===== config.mk =====
export PLATFORM = sky130hd
export DESIGN_NAME = vector_alu_seq
export DESIGN_NICKNAME = d
export VERILOG_FILES = /design/src/rtl/vector_pkg.sv /design/src/rtl/vector_lane_alu.sv /design/src/rtl/vector_alu_seq.sv
export SDC_FILE = /design/constraint.sdc
export NUM_CORES = 2
export LEC_CHECK = 0
export CAP_MARGIN = 20
export CORE_MARGIN = 8
export CORE_UTILIZATION = 41
export CTS_CLUSTER_DIAMETER = 120
export DETAILED_ROUTE_END_ITERATION = 12
export DONT_BUFFER_PORTS = 1
export REMOVE_ABC_BUFFERS = 1
export SETUP_SLACK_MARGIN = 0.4
export SYNTH_ARGS = -nofsm -noshare
export SYNTH_HDL_FRONTEND = slang
export SYNTH_SLANG_ARGS = --single-unit

===== constraint.sdc =====
create_clock -name clk -period 8.7 [get_ports clk]
set_input_delay 1.305 -clock clk [delete_from_list [all_inputs] [get_ports clk]]
set_output_delay 1.305 -clock clk [all_outputs]
set_load 0.02 [all_outputs]

===== src/rtl/vector_pkg.sv =====
// Shared types and default sizes for the sequential vector ALU slice.
// Optional saturation is controlled by VECTOR_ALU_SAT_EN (see vector_lane_alu).
package vector_pkg;

    localparam int DEFAULT_DATA_WIDTH    = 16;
    localparam int DEFAULT_VECTOR_LENGTH = 16;

    typedef enum logic [2:0] {
        OP_ADD = 3'b000,
        OP_SUB = 3'b001,
        OP_MUL = 3'b010,
        OP_AND = 3'b011,
        OP_OR  = 3'b100,
        OP_XOR = 3'b101,
        OP_SRA = 3'b110,
        OP_MIN = 3'b111
    } vec_op_t;

    typedef enum logic [1:0] {
        IDLE = 2'd0,
        RUN  = 2'd1,
        DONE = 2'd2
    } alu_state_t;

endpackage


===== src/rtl/vector_lane_alu.sv =====
// Purely combinational single-lane signed ALU.
// With VECTOR_ALU_SAT_EN defined, ADD/SUB saturate; otherwise they wrap.
module vector_lane_alu
    import vector_pkg::*;
#(
    parameter int DATA_WIDTH = DEFAULT_DATA_WIDTH
)(
    input  logic [DATA_WIDTH-1:0] a,
    input  logic [DATA_WIDTH-1:0] b,
    input  logic [2:0]            op,
    output logic [DATA_WIDTH-1:0] y
);

    logic signed [DATA_WIDTH-1:0] sa;
    logic signed [DATA_WIDTH-1:0] sb;
    logic [DATA_WIDTH-1:0]        add_y;
    logic [DATA_WIDTH-1:0]        sub_y;
    logic [DATA_WIDTH-1:0]        mul_y;
    logic [DATA_WIDTH-1:0]        sra_y;
    logic [DATA_WIDTH-1:0]        min_y;

    assign sa = signed'(a);
    assign sb = signed'(b);

`ifdef VECTOR_ALU_SAT_EN
    localparam logic [DATA_WIDTH-1:0] SAT_MAX = {1'b0, {(DATA_WIDTH-1){1'b1}}};
    localparam logic [DATA_WIDTH-1:0] SAT_MIN = {1'b1, {(DATA_WIDTH-1){1'b0}}};

    logic [DATA_WIDTH:0] sum_w;
    logic [DATA_WIDTH:0] diff_w;

    // One extra sign bit: overflow shows up as the top two bits disagreeing.
    assign sum_w  = {a[DATA_WIDTH-1], a} + {b[DATA_WIDTH-1], b};
    assign diff_w = {a[DATA_WIDTH-1], a} - {b[DATA_WIDTH-1], b};

    function automatic logic [DATA_WIDTH-1:0] saturate(input logic [DATA_WIDTH:0] v);
        if (v[DATA_WIDTH] != v[DATA_WIDTH-1])
            return v[DATA_WIDTH] ? SAT_MIN : SAT_MAX;
        return v[DATA_WIDTH-1:0];
    endfunction

    assign add_y = saturate(sum_w);
    assign sub_y = saturate(diff_w);
`else
    assign add_y = a + b;
    assign sub_y = a - b;
`endif

    // Low half of a product is identical for signed and unsigned operands.
    assign mul_y = a * b;
    assign sra_y = sa >>> b[3:0];
    assign min_y = (sa < sb) ? a : b;

    always_comb begin
        // NOTE: default assignment first so every path drives y and no latch is inferred.
        y = '0;
        case (op)
            OP_ADD: y = add_y;
            OP_SUB: y = sub_y;
            OP_MUL: y = mul_y;
            OP_AND: y = a & b;
            OP_OR:  y = a | b;
            OP_XOR: y = a ^ b;
            OP_SRA: y = sra_y;
            OP_MIN: y = min_y;
        endcase
    end

endmodule


===== src/rtl/vector_alu_seq.sv =====
// Multi-cycle signed vector ALU: LANES_PER_CYCLE lanes per clock, start/busy/done handshake.
// Lanes are packed, lane i = a[i]; saturating ADD/SUB when VECTOR_ALU_SAT_EN is defined.
module vector_alu_seq
    import vector_pkg::*;
#(
    parameter int DATA_WIDTH      = DEFAULT_DATA_WIDTH,
    parameter int VECTOR_LENGTH   = DEFAULT_VECTOR_LENGTH,
    parameter int LANES_PER_CYCLE = 4
)(
    input  logic                                      clk,
    input  logic                                      rst,
    input  logic                                      start,
    input  logic [2:0]                                op,
    input  logic [VECTOR_LENGTH-1:0][DATA_WIDTH-1:0]  a,
    input  logic [VECTOR_LENGTH-1:0][DATA_WIDTH-1:0]  b,
    output logic                                      busy,
    output logic                                      done,
    output logic [VECTOR_LENGTH-1:0][DATA_WIDTH-1:0]  result
);

    // LANES_PER_CYCLE must divide VECTOR_LENGTH evenly.
    localparam int N_CHUNKS = VECTOR_LENGTH / LANES_PER_CYCLE;
    localparam int CW       = (N_CHUNKS > 1) ? $clog2(N_CHUNKS) : 1;
    localparam int IW       = (VECTOR_LENGTH > 1) ? $clog2(VECTOR_LENGTH) : 1;

    localparam logic [CW-1:0] LAST_CHUNK = CW'(N_CHUNKS - 1);

    localparam logic [1:0] S_IDLE = IDLE;
    localparam logic [1:0] S_RUN  = RUN;
    localparam logic [1:0] S_DONE = DONE;

    logic [1:0]                                 state;
    logic [CW-1:0]                              chunk;
    logic [2:0]                                 op_q;
    logic [VECTOR_LENGTH-1:0][DATA_WIDTH-1:0]   a_q;
    logic [VECTOR_LENGTH-1:0][DATA_WIDTH-1:0]   b_q;
    logic [LANES_PER_CYCLE-1:0][IW-1:0]         lane_idx;
    logic [LANES_PER_CYCLE-1:0][DATA_WIDTH-1:0] lane_y;

    for (genvar g = 0; g < LANES_PER_CYCLE; g++) begin : g_lane
        assign lane_idx[g] = IW'(int'(chunk) * LANES_PER_CYCLE + g);

        vector_lane_alu #(
            .DATA_WIDTH (DATA_WIDTH)
        ) u_lane (
            .a  (a_q[lane_idx[g]]),
            .b  (b_q[lane_idx[g]]),
            .op (op_q),
            .y  (lane_y[g])
        );
    end

    always_ff @(posedge clk) begin
        if (!rst) begin
            // NOTE: result and captured operands are reset on purpose; a reset must leave all-zero lanes visible.
            state  <= S_IDLE;
            chunk  <= '0;
            op_q   <= '0;
            a_q    <= '0;
            b_q    <= '0;
            result <= '0;
        end else begin
            // NOTE: non-blocking assignments so every register samples pre-edge values.
            case (state)
                S_IDLE: begin
                    if (start) begin
                        a_q   <= a;
                        b_q   <= b;
                        op_q  <= op;
                        chunk <= '0;
                        state <= S_RUN;
                    end
                end
                S_RUN: begin
                    for (int i = 0; i < LANES_PER_CYCLE; i++)
                        result[lane_idx[i]] <= lane_y[i];
                    if (chunk == LAST_CHUNK)
                        state <= S_DONE;
                    else
                        chunk <= chunk + CW'(1);
                end
                S_DONE:  state <= S_IDLE;
                default: state <= S_IDLE;
            endcase
        end
    end

    assign busy = (state != S_IDLE);
    assign done = (state == S_DONE);

endmodule


==> impl_metrics.json <==
{
  "outcome": "finished clean",
  "die-height_um": 390,
  "rows": 137,
  "timing.final.hold_violations": 0,
  "leakage_nw": 24.8,
  "part_of_the_yosys_area_used_for_sequential_elements_pct": 27.0,
  "area.growth.synth_to_final_pct": 7.35,
  "worstHoldStart": "b_q[231]",
  "dp_hpwl_um": 168000,
  "finalSetupTns_ns": 0,
  "synth_cell_type_count": 94,
  "post_dp_cell_area_mm2": 0.0586,
  "setup.worst_path.end_class": "flop",
  "pwr-share-clk_pct": 35.2,
  "comb_power_share_pct": 29.0,
  "clock_tree.buffer_depth": 3,
  "largest_net_degree_at_the_start_of_global_routing": 216,
  "antenna_found_initial": 8,
  "post_synth.cell_area_avg_um2": 7.96,
  "cts-root-buf": "clkbuf_16",
  "clock-sinks": 775,
  "arrival_ns": 8.26,
  "placement.io_buffers": 0,
  "sequentialPowerShare_pct": 35.8,
  "p_per_area_mw_per_mm2": 177,
  "place_congestion": 1.01,
  "post_route_cells_drive_above_1_share_pct": 6.69,
  "clk_pin_slew_ns": 0.06,
  "postCtsResizedCells": 0,
  "r2r_end": "result[107]",
  "cp_max_fo": 35,
  "layout_setup_ws_ns": 1.01,
  "tritoncts": "yes",
  "holdCritPathClass": "flop to flop",
  "number_of_global_route_vias_before_repair": 50600,
  "cts-htree-levels": 3,
  "p_sw_share_pct": 35.9,
  "ys_ff_latch": 775,
  "worstSetupStartpointType": "flop",
  "rr_worst_depth": 24,
  "switchingPower_mw": 3.92,
  "finalNetCount": 8145,
  "netlist_instances": 7217,
  "number_of_buffers_added_by_the_clock_tree_synthesis_step": 86,
  "cp_data_required_time_ns": 9.27,
  "finalClockSkew_ns": 0.0281,
  "postRouteWirelength_um": 227000,
  "worst_pin_slew_ns": 1.24,
  "final_cell_area_mm2": 0.0617,
  "yosys_most_used_dff": "dfxtp_1",
  "finalWorstPathRequiredPeriod_ns": 7.69,
  "multi_input_comb_area_mm2": 0.0374,
  "reported_max_cap_violation_count": 0,
  "gr-usage-all-layers_pct": 28.5,
  "endpoint_of_the_worst_hold_timing_path": "b_q[231]",
  "insertion_delay_of_the_later_clocked_pin_in_the_worst_skew_pair_ns": 0.71,
  "detailroute.via_count": 51200,
  "dieWidth_um": 390,
  "slew_violations": 0,
  "timing.hold.ws_ns": 0.450,
  "internal_power_mw": 7.00,
  "floorplan.initialDensity_pct": 41.2,
  "synth_enable_flop_cells": 0,
  "die-area_mm2": 0.152,
  "critical_path_class": "flop to flop",
  "report.final.setup_viol": 0,
  "vias_per_cell": 5.78,
  "synth_area_mm2": 0.0574,
  "final_cell_mix": "nand2_1, a21oi_1, dfxtp_1, inv_1, nor2_1",
  "period_utilisation_layout_pct": 88.4,
  "most_common_cell_after_layout_fill_and_taps_aside": "nand2_1",
  "cts.hold.buffers_added": 0,
  "cts.repair_timing.setup_buffer_count": 0,
  "rsz0062_at_grt": "no",
  "asyncSetResetFlopFracSynth_pct": 0,
  "max_clock_freq_mhz": 130,
  "core_mm2": 0.139,
  "drt_drc_violations_left": 0,
  "vdd.ir_drop.worst_mv": 0.166,
  "timing.hold.worst_path_depth": 2,
  "first_pass_grt_wire_length_um": 332000,
  "placement.setup.worst_slack_ns": 1.08,
  "synth-warning-count": 0,
  "n_fill_cell": 14300,
  "sequential_cell_area_mm2": 0.0155,
  "detailedRoute.firstIterationViolations": 4361,
  "rr_startpoint": "chunk[0]",
  "slew_headroom_pct": 17.5,
  "routed_wire_length_per_instance_um": 25.6,
  "antenna_violating_nets_post_route": 0,
  "ff2ff_setup_slack_ns": 1.01,
  "i_o_pin_count": 776,
  "drt_first_pass_iters": 7,
  "global_route.overflow_total": 0
}
final cells by class:
cell class,count,area share (%)
flip-flops and latches,775,25.2
multi-input cells,5289,60.7
clock inverters,36,0.722
repair buffers,99,1.44
well taps,1876,3.81
diodes,6,0.0244
inverters,656,4.01
clock buffers,123,4.14
logic make-up after synthesis:
group,after synthesis,synth area share (%)
compound gates,1692,17.3
xor+xnor,219,3.40
fa+ha+maj,720,20.0
buf+inv,1153,8.08
flops,775,27.0
mux,256,7.38
simple gates,2402,16.9
registers in the layout, indices dropped and copies added, names as in the netlist:
name and cells:
chunk 2, op_q 3, a_q 256, b_q 256, state 2, result 256
per-stage QoR:
stage	total power [mW]	std cells	util [%]
global placement	7.04	8692	42.1
detailed placement	7.07	8694	42.1
global route	11.4	8854	44.2
finish	10.9	8860	44.2
floorplan	6.06	6720	-
CTS	10.9	8853	44.2
critical path, stage by stage (launching register included):
cell	delay, ns
dfxtp_4	0.59
buf_12	0.30
mux4_2	0.87
inv_1	0.50
nor2_1	0.13
fa_1	0.45
ha_1	0.30
ha_1	0.14
inv_1	0.05
fa_1	0.47
inv_1	0.04
ha_1	0.26
inv_1	0.04
fa_1	0.47
inv_1	0.04
ha_1	0.31
o21ai_0	0.11
a21boi_0	0.19
or4_1	0.54
a31oi_1	0.36
xnor2_1	0.13
a221oi_1	0.47
o21ai_0	0.18
o22ai_1	0.34
o31ai_1	0.14
worst max path at each step:
stage,from,end,slack [ns],cells after the start
after floorplan,rst,result[0],-3.16,2
after global placement,chunk[0],result[254],0.47,25
after detailed placement,chunk[0],result[190],1.08,26
after CTS,chunk[0],result[190],1.06,26
after global routing,chunk[0],result[107],0.64,24
final,chunk[0],result[107],1.01,24
layer usage:
metal  track usage [%]  wire length (µm)  vias to the layer above
met4              8.17              6460                        4
met2              45.9            103000                     2421
li1                  -                 -                    23400
met5                 0                17                        -
met1              37.9             94500                    25000
met3              7.30             23200                      391
power by group through the flow:
stage               combinational (mW)  clock [mW]  sequential [mW]
floorplan                         2.10           0             3.97
detailed placement                3.08           0             3.99
CTS                               3.10        3.93             3.91
finish                            3.16        3.85             3.91
global route                      3.39        4.07             3.93
global placement                  3.06           0             3.98
cells in the mapped netlist (all sizes together), types with 49 or more instances:
cell | number | share of area (%)
mux4 | 132 | 5.2
o21ai | 318 | 2.8
xnor2 | 167 | 2.5
fa | 328 | 11
inv | 637 | 4.2
nor2 | 494 | 3.2
ha | 392 | 8.5
xor2 | 50 | 0.78
a221oi | 49 | 0.78
clkbuf | 371 | 2.4
nand3 | 93 | 0.81
nor3 | 63 | 0.55
dfxtp | 775 | 27
a21oi | 900 | 7.9
mux2i | 106 | 1.8
buf | 126 | 1.4
nand2 | 1593 | 10
Power figures use the tool's default switching activity.
